==> config.mk <==
export PLATFORM = sky130hd
export DESIGN_NAME = pong_vblank_ctrl
export DESIGN_NICKNAME = d
export VERILOG_FILES = /design/src/rtl/pong_vblank_ctrl.sv
export SDC_FILE = /design/constraint.sdc
export NUM_CORES = 1
export LEC_CHECK = 0
export BUFFER_PORTS_ARGS = -buffer_cell sky130_fd_sc_hd__buf_2
export CORE_MARGIN = 10
export CORE_UTILIZATION = 50
export DETAILED_ROUTE_END_ITERATION = 10
export GPL_ROUTABILITY_DRIVEN = 1
export PLACE_DENSITY = 0.79
export SKIP_CTS_REPAIR_TIMING = 1
export SYNTH_ARGS = -nofsm -noshare
export SYNTH_HDL_FRONTEND = slang
export SYNTH_SLANG_ARGS = --single-unit
==> constraint.sdc <==
create_clock -name clk -period 2.6 [get_ports clk]
set_clock_uncertainty 0.1 [all_clocks]
set_input_delay 0.52 -clock clk [delete_from_list [all_inputs] [get_ports clk]]
set_output_delay 0.52 -clock clk [all_outputs]
set_load 0.02 [all_outputs]
==> src/rtl/pong_vblank_ctrl.sv <==
// iomem slave holding double-buffered pong positions. Shadow values are copied to the
// renderer outputs only at the start of vertical blanking, so no frame shows torn positions.
module pong_vblank_ctrl #(
  parameter logic [7:0] BASE     = 8'h0C,
  parameter int         V_ACTIVE = 480,
  parameter int         POS_W    = 10
) (
  input  logic             clk,
  input  logic             resetn,
  input  logic             iomem_valid,
  output logic             iomem_ready,
  input  logic [3:0]       iomem_wstrb,
  input  logic [31:0]      iomem_addr,
  input  logic [31:0]      iomem_wdata,
  output logic [31:0]      iomem_rdata,
  input  logic [9:0]       y,
  output logic [POS_W-1:0] paddle_left_pos,
  output logic [POS_W-1:0] paddle_right_pos,
  output logic [POS_W-1:0] ball_pos_x,
  output logic [POS_W-1:0] ball_pos_y,
  output logic             irq_vblank
);

  localparam logic [9:0] V_START = 10'(V_ACTIVE);

  typedef enum logic [1:0] {
    IDLE   = 2'd0,
    ARMED  = 2'd1,
    COMMIT = 2'd2
  } state_t;

  state_t           state;
  state_t           state_nxt;
  logic [POS_W-1:0] shadow [4];
  logic [15:0]      frame_cnt;
  logic             vblank_flag;
  logic             irq_en;
  logic             vblank_d;

  logic             sel;
  logic             wr;
  logic             ctrl_wr;
  logic             commit_wr;
  logic             vb;
  logic             vb_edge;
  logic [2:0]       off;
  logic [31:0]      rd_mux;

  function automatic logic [31:0] ext_pos(input logic [POS_W-1:0] v);
    return {{(32-POS_W){1'b0}}, v};
  endfunction

  // Bus decode and vblank rising-edge detect.
  always_comb begin
    sel       = iomem_valid & ~iomem_ready & (iomem_addr[31:24] == BASE);
    off       = iomem_addr[4:2];
    wr        = sel & (iomem_wstrb != 4'b0000);
    ctrl_wr   = wr & (off == 3'd4) & iomem_wstrb[0];
    commit_wr = ctrl_wr & iomem_wdata[0];
    vb        = (y >= V_START);
    vb_edge   = vb & ~vblank_d;
  end

  // Commit sequencer next state; the edge wins over a same-cycle arm while IDLE.
  always_comb begin
    state_nxt = state;
    case (state)
      IDLE: begin
        if (commit_wr) state_nxt = ARMED;
        else           state_nxt = IDLE;
      end
      ARMED: begin
        if (vb_edge) state_nxt = COMMIT;
        else         state_nxt = ARMED;
      end
      COMMIT: begin
        if (commit_wr) state_nxt = ARMED;
        else           state_nxt = IDLE;
      end
      default: state_nxt = IDLE;
    endcase
  end

  // Commit sequencer state register.
  always_ff @(posedge clk or negedge resetn) begin
    if (!resetn) state <= IDLE;
    else         state <= state_nxt;
  end

  // Shadow position registers, byte-lane writable.
  always_ff @(posedge clk or negedge resetn) begin
    if (!resetn) begin
      for (int i = 0; i < 4; i++) shadow[i] <= '0;
    end else if (wr && (off[2] == 1'b0)) begin
      if (iomem_wstrb[0]) shadow[off[1:0]][7:0]       <= iomem_wdata[7:0];
      if (iomem_wstrb[1]) shadow[off[1:0]][POS_W-1:8] <= iomem_wdata[POS_W-1:8];
    end
  end

  // Live renderer outputs take the shadows as they stood at the start of COMMIT.
  always_ff @(posedge clk or negedge resetn) begin
    if (!resetn) begin
      paddle_left_pos  <= '0;
      paddle_right_pos <= '0;
      ball_pos_x       <= '0;
      ball_pos_y       <= '0;
    end else if (state == COMMIT) begin
      paddle_left_pos  <= shadow[0];
      paddle_right_pos <= shadow[1];
      ball_pos_x       <= shadow[2];
      ball_pos_y       <= shadow[3];
    end
  end

  // Frame counter, vblank flag (edge set beats W1C) and interrupt enable.
  always_ff @(posedge clk or negedge resetn) begin
    if (!resetn) begin
      vblank_d    <= 1'b1;
      frame_cnt   <= 16'd0;
      vblank_flag <= 1'b0;
      irq_en      <= 1'b0;
    end else begin
      vblank_d <= vb;
      if (vb_edge) frame_cnt <= frame_cnt + 16'd1;
      if (vb_edge)                        vblank_flag <= 1'b1;
      else if (ctrl_wr && iomem_wdata[2]) vblank_flag <= 1'b0;
      if (ctrl_wr) irq_en <= iomem_wdata[1];
    end
  end

  // Read data selection.
  always_comb begin
    rd_mux = 32'd0;
    case (off)
      3'd0:    rd_mux = ext_pos(shadow[0]);
      3'd1:    rd_mux = ext_pos(shadow[1]);
      3'd2:    rd_mux = ext_pos(shadow[2]);
      3'd3:    rd_mux = ext_pos(shadow[3]);
      3'd4:    rd_mux = {29'd0, vblank_flag, irq_en, (state != IDLE)};
      3'd5:    rd_mux = {16'd0, frame_cnt};
      default: rd_mux = 32'd0;
    endcase
  end

  // One-cycle acknowledge with registered read data.
  always_ff @(posedge clk or negedge resetn) begin
    if (!resetn) begin
      iomem_ready <= 1'b0;
      iomem_rdata <= 32'd0;
    end else begin
      iomem_ready <= sel;
      iomem_rdata <= sel ? rd_mux : 32'd0;
    end
  end

  assign irq_vblank = vblank_flag & irq_en;

endmodule

==> run summary, run 1 <==
RSZ-0062 raised after global routing -> false
DRC errors left -> 0
Clk pwr share -> 50.9%
Setup ws final -> 0.2339 ns
Die Y -> 120.8 um
Placed cells -> 589
Hold crit path type -> in2async
Critical path class -> reg2reg
Clk slew on worst S/H paths -> 0.05 ns
Setup_tns -> 0 ns
Count of final setup violators -> 0
Share of layout cells above drive strength 1 -> 47.10%
First-pass GRT wire length -> 19.33 mm
Vias in the first global route -> 3682
DRT iter0 DRCs -> 185
Yosys reg bits -> 118
Gpl congestion -> 0.8210
Clock Path Buffers -> 2
Crit. End Element -> register
Top cells by area, synth -> dfrtp_1, mux2_2, buf_4
Sequential Power Share -> 43.8%
CP peak stage delay -> 0.50 ns
Post-synthesis mux area share -> 22.42%
Cells after Synth -> 365
Crit-path slowest cell -> or4_1
Ports -> 155
Actual transition at the worst max-transition pin -> 0.7932 ns
Post-Synth Adder-Cell Area -> 0.2461%
Top sig layer -> met4
Detailed Route WL -> 11.63 mm
Post-synth top area share -> 57.59%
WL met3 -> 863 um
Initial Util -> 51.77%
Slew Limit Headroom -> 47.12%
Post-Synth Simple-Gate Area -> 8.516%
Die width -> 120.8 um
Die area -> 14600 um2
GRT Total Usage -> 16.75%
Ys Warns -> 0
CTS tree -> done
Startpoint types -> register
Reg2Reg Setup Slack -> 0.23 ns
Largest family of logic cells by synthesized area -> multiplexers
Routed length per placed instance -> 18.91 um
Commonest register cell after synthesis -> dfrtp_1
Worst R2R Path Depth -> 6
Sequential area share after synthesis -> 58.11%
Fin crit period -> 2.366 ns
EDFF count, synth -> 0
Yosys cell types -> 47
Antenna diodes -> 0
Worst-path fanout max -> 8
Clock Latency Late Sink -> 0.51 ns
Vias per inst -> 5.350
P_leak -> 3.326 nW
Crit path required time -> 2.89 ns
VDD IR-drop max -> 0.0005060 V
Status -> complete, no violations
Fin crit share -> 91.00%
Pins Over Slew Limit -> 0
Crit path depth -> 6
CP arrival -> 2.66 ns
Crit path buf inv count -> 2
Synth-to-layout area growth -> 23.95%
Fin util -> 64.17%
Drt first pass iters -> 4
Initial antenna violation count -> 0
CTS Sinks -> 118
Setup WS pre-CTS -> -0.06610 ns
Fin Hold WS -> 0.002977 ns
Family with the most delay on the worst path -> simple AND/OR/NAND/NOR gates
Vias -> 3290
# Max-Cap Violations -> 0
Crit Reg-Reg Startpoint -> iomem_ready
Total CTS buffers -> 17
Crit path launch -> iomem_ready
Internal power -> 3.516 mW
Critical path cell sequence -> or4b_1 -> or4_1 -> clkinv_4 -> and3_1 -> buf_12 -> mux2_2
GRT overflow -> 0
Switching Share -> 21.28%
Switch Pwr -> 950.3 uW
Final Hold Viols -> 0
ANT nets after route -> 0
Clock Tree Root -> clkbuf_8
DRT met1 WL -> 5.006 mm
Xor/xnor cell area share of the yosys netlist -> 2.584%
Core ar. -> 9819 um2
Final Power -> 4.466 mW
CTS H-tree lvls -> 4
Post-synthesis cell area -> 5084 um2
Rows -> 36
Pwr/cell area -> 708.8 nW/um2
Final-stage net count -> 557
Final Non-Filler Cells -> 615
Gate power share -> 5.4%
Asr flop ratio synth -> 100.0%
Post-DP HPWL -> 8.235 mm
Final Cell Area -> 6301 um2
Port bufs -> 88
Placed Area -> 5731 um2
Area leader, netlist -> dfrtp_1
Compound-cell area share of the yosys netlist -> 3.200%
Fmax -> 422.6 MHz
Largest net degree at the start of global routing -> 66
Syn_area_per_cell -> 13.93 um2
Fillers -> 757
DR WL met2 -> 5.653 mm
flip-flops by register name, indices dropped and copies added, names as in the netlist:
register	cells
ball_pos_x	10
iomem_ready	1
shadow	40
irq_en	1
iomem_rdata	16
vblank_flag	1
paddle_left_pos	10
vblank_d	1
frame_cnt	16
ball_pos_y	10
state	2
paddle_right_pos	10
cell usage after synthesis, types with 2 or more instances:
cell type and instances:
dfrtp_1 117, mux2_2 75, buf_4 19, nor2_1 16, and3_1 13, xnor2_1 13, clkbuf_1 10, a22oi_1 8
mux2_4 8, nand2_1 8, nor2b_1 8, a21oi_1 7, nand4_1 6, mux4_2 5, nand3_1 5, mux2i_1 4
and2_1 3, inv_1 3, o22a_1 3, buf_6 2, mux2_1 2, nor3_1 2, nor4_1 2, o21ai_0 2
xor2_1 2
area by class of cell:
cell class              instances  area [um2]  area share [%]
inverters                       4       20.02          0.3177
repair buffers                109       650.6           10.33
well taps                     133       166.4           2.641
multi-input cells             225        1939           30.78
clock inverters                 4       97.59           1.549
clock buffers                  22       473.0           7.506
flip-flops and latches        118        2954           46.88
power groups by stage:
stage | logic, mW | registers [mW] | clock network [mW]
floorplan | 0.158 | 1.97 | 0
global placement | 0.233 | 1.98 | 0
detailed placement | 0.239 | 1.98 | 0
CTS | 0.240 | 1.95 | 2.30
global route | 0.272 | 1.96 | 2.38
finish | 0.240 | 1.95 | 2.27
routing by layer:
| metal | global-route usage [%] | vias up |
|---|---|---|
| met3 | 7.120 | 9 |
| met5 | 0 | - |
| met2 | 26.94 | 120 |
| met4 | 5.807 | 0 |
| met1 | 19.69 | 1671 |
| li1 | - | 1490 |
path summary, 6_finish.rpt:
path,endpoint
worst max-delay path,shadow[33]
min in group clk,shadow[17]
worst min register to register,frame_cnt[15]
worst max register to register,shadow[33]
max in group asynchronous,shadow[4]
worst min-delay path,iomem_rdata[12]
cell usage in the layout (no fill, tap or decap), types with 8 or more instances in the layout:
cell type and n:
nor2_1 16, mux2_2 75, clkbuf_16 16, nand2_1 8, nor2b_1 8, xnor2_1 13, conb_1 16, a22oi_1 8
dfrtp_1 117, buf_2 87, and3_1 13, mux2_4 8, buf_4 18
logic make-up after synthesis:
| logic type | Yosys count |
|---|---|
| other | 1 |
| DFF | 118 |
| muxes | 94 |
| AOI/OAI and AO/OA | 24 |
| adders and majority gates | 1 |
| xor gates and xnor gates | 15 |
| buffers and inverters | 37 |
| and+or+nand+nor | 75 |
No activity file was read; power rests on OpenSTA's default activity.
==> run 2: changes to the inputs <==
--- a/config.mk
+++ b/config.mk
@@ -11,6 +11,7 @@
 export DETAILED_ROUTE_END_ITERATION = 10
 export GPL_ROUTABILITY_DRIVEN = 1
 export PLACE_DENSITY = 0.79
+export REMOVE_ABC_BUFFERS = 1
 export SKIP_CTS_REPAIR_TIMING = 1
 export SYNTH_ARGS = -nofsm -noshare
 export SYNTH_HDL_FRONTEND = slang
==> run 2 against run 1 <==
Net effect: core utilization up 0.42 points; worst setup slack worse by 0.022 ns; critical path depth did not move.
==> run summary, run 2 (synthesis results as in run 1) <==
ANT nets after route -> 0 (unchanged)
Max reg flops -> 40 (unchanged)
DRT iter0 DRCs -> 178 (-3.8%)
VDD IR-drop max -> 0.0005625 V (+11%)
Routed length per placed instance -> 18.90 um (about the same)
Top flop regs -> shadow (40), frame_cnt (16), iomem_rdata (16)
Clk slew on worst S/H paths -> 0.06 ns (about the same)
Slew Limit Headroom -> 58.36% (+11 points)
CP peak stage delay -> 0.49 ns (about the same)
DRC errors left -> 0 (unchanged)
Detailed Route WL -> 11.77 mm (+1.2%)
CTS Sinks -> 118 (unchanged)
Share of layout cells above drive strength 1 -> 47.65% (+0.55 points)
Clock Latency Late Sink -> 0.53 ns (+0.02 ns)
Crit path required time -> 2.91 ns (+0.02 ns)
Setup_tns -> 0 ns (unchanged)
Die area -> 14600 um2 (unchanged)
Crit-path slowest cell -> or4_1
Status -> complete, no violations
GRT Total Usage -> 16.83% (+0.077 points)
Fmax -> 418.7 MHz (-0.93%)
Final-stage net count -> 558 (+0.18%)
First-pass GRT wire length -> 19.30 mm (-0.14%)
RSZ-0062 raised after global routing -> false
Die Y -> 120.8 um (unchanged)
# Max-Cap Violations -> 0 (unchanged)
Largest net degree at the start of global routing -> 49 (-26%)
Critical path class -> reg2reg
Hold crit path type -> in2reg
Final Power -> 4.607 mW (+3.2%)
Worst-path fanout max -> 10 (+2)
Drt first pass iters -> 5 (+1)
Rows -> 36 (unchanged)
Clock Path Buffers -> 2 (unchanged)
Vias in the first global route -> 3619 (-1.7%)
Fin crit period -> 2.388 ns (+0.02232 ns)
Die width -> 120.8 um (unchanged)
Startpoint types -> register
Total CTS buffers -> 17 (unchanged)
CTS H-tree lvls -> 4 (unchanged)
Ports -> 155 (unchanged)
Synth-to-layout area growth -> 24.76%
Critical path cell sequence -> or4b_1 -> or4_1 -> clkinv_4 -> and3_1 -> buf_12 -> mux2_2
Pwr/cell area -> 726.5 nW/um2 (+2.5%)
CP arrival -> 2.70 ns (+0.04 ns)
GRT overflow -> 0 (unchanged)
Final Hold Viols -> 0 (unchanged)
Initial antenna violation count -> 1 (+1)
Fin util -> 64.59% (+0.42 points)
P_leak -> 3.342 nW (+0.49%)
Count of final setup violators -> 0 (unchanged)
Core ar. -> 9819 um2 (unchanged)
Commonest non-fill, non-tap cell in the layout -> dfrtp_1
Fin crit share -> 91.86% (+0.86 points)
Port bufs -> 88 (unchanged)
Biggest register -> shadow
Pins Over Slew Limit -> 0 (unchanged)
CTS tree -> done
Actual transition at the worst max-transition pin -> 0.6246 ns (-0.1686 ns)
Clock Tree Root -> clkbuf_8
Crit. End Element -> register
Commonest cells after routing, fill and taps aside -> dfrtp_1, buf_2, mux2_2, buf_4
Initial Util -> 51.77% (unchanged)
Vias -> 3281 (-0.27%)
Vias per inst -> 5.266 (-1.6%)
Gpl congestion -> 0.8613 (+4.9%)
Post-DP HPWL -> 8.448 mm (+2.6%)
==> run 2: changes by cell type in the layout (fill, tap and decap cells not counted), sizes merged <==
cell,delta
clkinv,+6
clkbuf,-3
clkinvlp,+2
bufinv,+1
diode,+1
dlygate4sd3,+1
==> run 2: final timing paths <==
| check | end | depth (start not counted) | slack [ns] | start |
|---|---|---|---|---|
| worst max-delay path | shadow[27] | 6 | 0.21 | iomem_ready |
| worst min register to register | frame_cnt[15] | 1 | 0.37 | frame_cnt[15] |
| worst max register to register | shadow[27] | 6 | 0.21 | iomem_ready |
| min in group asynchronous | paddle_right_pos[0] | 2 | 0.46 | resetn |
| max in group asynchronous | vblank_d | 3 | 1.25 | resetn |
| worst min-delay path | vblank_d | 3 | 0.16 | y[9] |
==> run 2: stage by stage <==
stage	area, um2	worst slack (ns)	instances	hold WS (ns)
floorplan	4913	-0.03710	347	0.1244
global placement	5718	-0.06254	589	0.3529
detailed placement	5718	-0.07004	589	0.3608
CTS	6330	0.2090	621	-0.07743
global route	6342	0.1192	623	0.1602
finish	6342	0.2116	623	0.1586
==> run 2: report_power, final <==
group	leakage (nW)	internal [mW]	switching, mW	total [mW]
sequential	1.63	1.89	0.0673	1.95
combinational	1.42	0.103	0.145	0.249
clock	0.294	1.57	0.829	2.40
==> run 2: cell type report <==
cell class | instances | area, um2
tap | 133 | 166.4
clock buffer | 19 | 431.7
antenna | 1 | 2.502
clock inverter | 13 | 180.2
sequential | 118 | 2954
inverter | 4 | 20.02
timing repair buffer | 110 | 648.1
multi-input combinational | 225 | 1939
fill | 736 | 3477
==> run 2: worst max-delay path: cells and delay by family (launching register included) <==
kind                   cells  cell delay (ns)
and+or+nand+nor            3             1.18
DFF                        1             0.36
muxes                      1             0.35
buffers and inverters      2             0.27
==> run 2: layer usage <==
metal	global-route usage [%]	vias up	wire, um
li1	-	1492	-
met2	27.28	118	5898
met3	7.492	24	961
met4	7.089	0	262
met1	18.89	1647	4650
met5	0	-	0
==> run 3: changes to the inputs <==
--- a/config.mk
+++ b/config.mk
@@ -7,12 +7,13 @@
 export LEC_CHECK = 0
 export BUFFER_PORTS_ARGS = -buffer_cell sky130_fd_sc_hd__buf_2
 export CORE_MARGIN = 10
-export CORE_UTILIZATION = 50
+export CORE_UTILIZATION = 46
 export DETAILED_ROUTE_END_ITERATION = 10
 export GPL_ROUTABILITY_DRIVEN = 1
-export PLACE_DENSITY = 0.79
+export PLACE_DENSITY = 0.77
 export REMOVE_ABC_BUFFERS = 1
 export SKIP_CTS_REPAIR_TIMING = 1
+export SLEW_MARGIN = 20
 export SYNTH_ARGS = -nofsm -noshare
 export SYNTH_HDL_FRONTEND = slang
 export SYNTH_SLANG_ARGS = --single-unit
==> constraint.sdc (replaced) <==
create_clock -name clk -period 1.9 [get_ports clk]
set_clock_uncertainty 0.1 [all_clocks]
set_input_delay 0.38 -clock clk [delete_from_list [all_inputs] [get_ports clk]]
set_output_delay 0.38 -clock clk [all_outputs]
set_load 0.02 [all_outputs]
==> run 3 against run 2 <==
Net effect: the run now ends with negative setup slack left; final cell count increased by 2.4%; combinational power increased by 53%; critical path depth decreased by 1; first-iteration DRC count increased by 25%; fmax increased by 3.4%; flip-flop and latch count unchanged; worst setup slack got worse by 0.62 ns; die area increased by 7.2%; via count increased by 2.6%; sequential share of layout area decreased by 0.49 points; global-route usage decreased by 0.51 points; hold slack got worse by 0.12 ns; critical path type unchanged; largest cell class unchanged.
==> run summary, run 3 (synthesis results as in run 1) <==
Status -> complete, but fails checks
Failing checks -> negative setup slack
Biggest register -> shadow
Hold crit path type -> in2reg
CTS H-tree lvls -> 4 (unchanged)
Port bufs -> 88 (unchanged)
CTS tree -> done
Count of final setup violators -> 43 (+43)
Routed length per placed instance -> 19.59 um (+3.6%)
Crit path required time -> 2.20 ns (-0.71 ns)
WL met3 -> 1.001 mm (+4.2%)
CP arrival -> 2.61 ns (-0.09 ns)
Internal power -> 4.781 mW (+34%)
Largest net degree at the start of global routing -> 40 (-18%)
First-pass GRT wire length -> 20.36 mm (+5.5%)
Detailed Route WL -> 12.50 mm (+6.1%)
Sequential Power Share -> 43.1% (+0.7 points)
# Max-Cap Violations -> 0 (unchanged)
Crit path launch -> iomem_ready
Drt first pass iters -> 4 (-1)
Fin crit period -> 2.310 ns (-0.07871 ns)
Hold Startpoint -> iomem_wdata[6]
Initial antenna violation count -> 0 (-1)
CP peak stage delay -> 0.47 ns (-0.02 ns)
DRT met1 WL -> 5.041 mm (+8.4%)
Post-DP HPWL -> 9.178 mm (+8.6%)
Gpl congestion -> 0.7999 (-7.1%)
P_leak -> 3.380 nW (+1.1%)
Startpoint types -> register
Max reg flops -> 40 (unchanged)
Hold Path End -> shadow[6]
Hold Path Depth -> 2 (-1)
CTS Sinks -> 118 (unchanged)
Vias per inst -> 5.277 (+0.21%)
Switch Pwr -> 1.447 mW (+39%)
Clock Latency Late Sink -> 0.51 ns (-0.02 ns)
Final Non-Filler Cells -> 638 (+2.4%)
Crit-path slowest cell -> or4b_1
GRT Total Usage -> 16.31% (-0.51 points)
Fillers -> 856 (+16%)
Clk slew on worst S/H paths -> 0.06 ns (about the same)
GRT overflow -> 0 (unchanged)
Gate power share -> 6.1% (+0.7 points)
Vias -> 3367 (+2.6%)
Reg2Reg Setup Slack -> -0.41 ns (-0.62 ns)
Final Power -> 6.227 mW (+35%)
Switching Share -> 23.23% (+0.62 points)
Clock Path Buffers -> 2 (unchanged)
Die width -> 125.1 um (+3.6%)
Die area -> 15660 um2 (+7.2%)
Rows -> 38 (+5.6%)
Antenna diodes -> 0 (-1)
Total CTS buffers -> 17 (unchanged)
DRC errors left -> 0 (unchanged)
Critical path class -> reg2reg
Top sig layer -> met4
Ports -> 155 (unchanged)
DRT iter0 DRCs -> 223 (+25%)
Worst R2R Path Depth -> 5 (-1)
Placed cells -> 605 (+2.7%)
Pwr/cell area -> 971.5 nW/um2 (+34%)
Pins Over Slew Limit -> 0 (unchanged)
Setup ws final -> -0.4097 ns (-0.6213 ns)
Clk pwr share -> 50.8% (-1.4 points)
Initial Util -> 46.90% (-4.9 points)
Vias in the first global route -> 3684 (+1.8%)
RSZ-0062 raised after global routing -> true
Fin util -> 59.13% (-5.5 points)
Final-stage net count -> 567 (+1.6%)
Commonest non-fill, non-tap cell in the layout -> dfrtp_1
Crit Reg-Reg Startpoint -> iomem_ready
Final Hold Viols -> 0 (unchanged)
Worst-path fanout max -> 11 (+1)
Clock Tree Root -> clkbuf_8
Fmax -> 433.0 MHz (+3.4%)
Fin crit share -> 121.6% (+30 points)
Crit. End Element -> register
Share of layout cells above drive strength 1 -> 48.80% (+1.1 points)
Die Y -> 125.1 um (+3.6%)
ANT nets after route -> 0 (unchanged)
Reg-to-reg endpoint -> shadow[16]
DR WL met2 -> 6.227 mm (+5.6%)
VDD IR-drop max -> 0.0004524 V (-20%)
Core ar. -> 10840 um2 (+10%)
Critical path cell sequence -> or4b_1 -> or4_4 -> clkinv_4 -> and4_4 -> mux2_4
Top flop regs -> shadow (40), frame_cnt (16), iomem_rdata (16)
Commonest cells after routing, fill and taps aside -> dfrtp_1, buf_2, mux2_2, buf_4
Synth-to-layout area growth -> 26.09%
run 3: worst max-delay path: cells and delay by family, from the launching register on:
family / cells / cell delay [ns]
buf+inv: 1 / 0.10
flops: 1 / 0.37
mux: 1 / 0.32
simple gates: 3 / 1.30
run 3: through the flow:
step                hold WS [ns]  cell area [um2]  setup WS, ns  TNS (ns)
detailed placement        0.2411             5794       -0.6318    -26.87
global route             0.02587             6410       -0.4981    -19.04
global placement          0.2390             5794       -0.5730    -23.83
floorplan               -0.01559             4913       -0.6154    -23.84
finish                   0.04240             6410       -0.4097    -14.95
CTS                      -0.3098             6384       -0.4934    -17.59
run 3: cell type report:
type                    count  area [um2]  area share (%)
inverters                   4       20.02          0.3123
clock inverters            11       150.1           2.342
well taps                 140       175.2           2.733
clock buffers              21       439.2           6.851
multi-input cells         225        1952           30.45
flip-flops and latches    118        2954           46.09
repair buffers            119       719.4           11.22
run 3: power by group through the flow:
stage	sequential [mW]	clock (mW)	combinational, mW
after global routing	2.69	3.33	0.416
after global placement	2.71	0	0.347
after floorplan	2.69	0	0.173
after detailed placement	2.72	0	0.362
final	2.68	3.16	0.380
after CTS	2.68	3.21	0.378
run 3: layer usage:
metal	GRT usage (%)	up-vias
li1	-	1517
met1	18.91	1688
met2	26.57	138
met3	6.929	24
met4	5.759	0
met5	0	-
run 3: worst max-delay path by stage:
stage                       to  slack [ns]
global route        shadow[37]       -0.50
finish              shadow[16]       -0.41
floorplan           shadow[31]       -0.62
CTS                  shadow[4]       -0.49
detailed placement   shadow[4]       -0.63
global placement    shadow[13]       -0.57
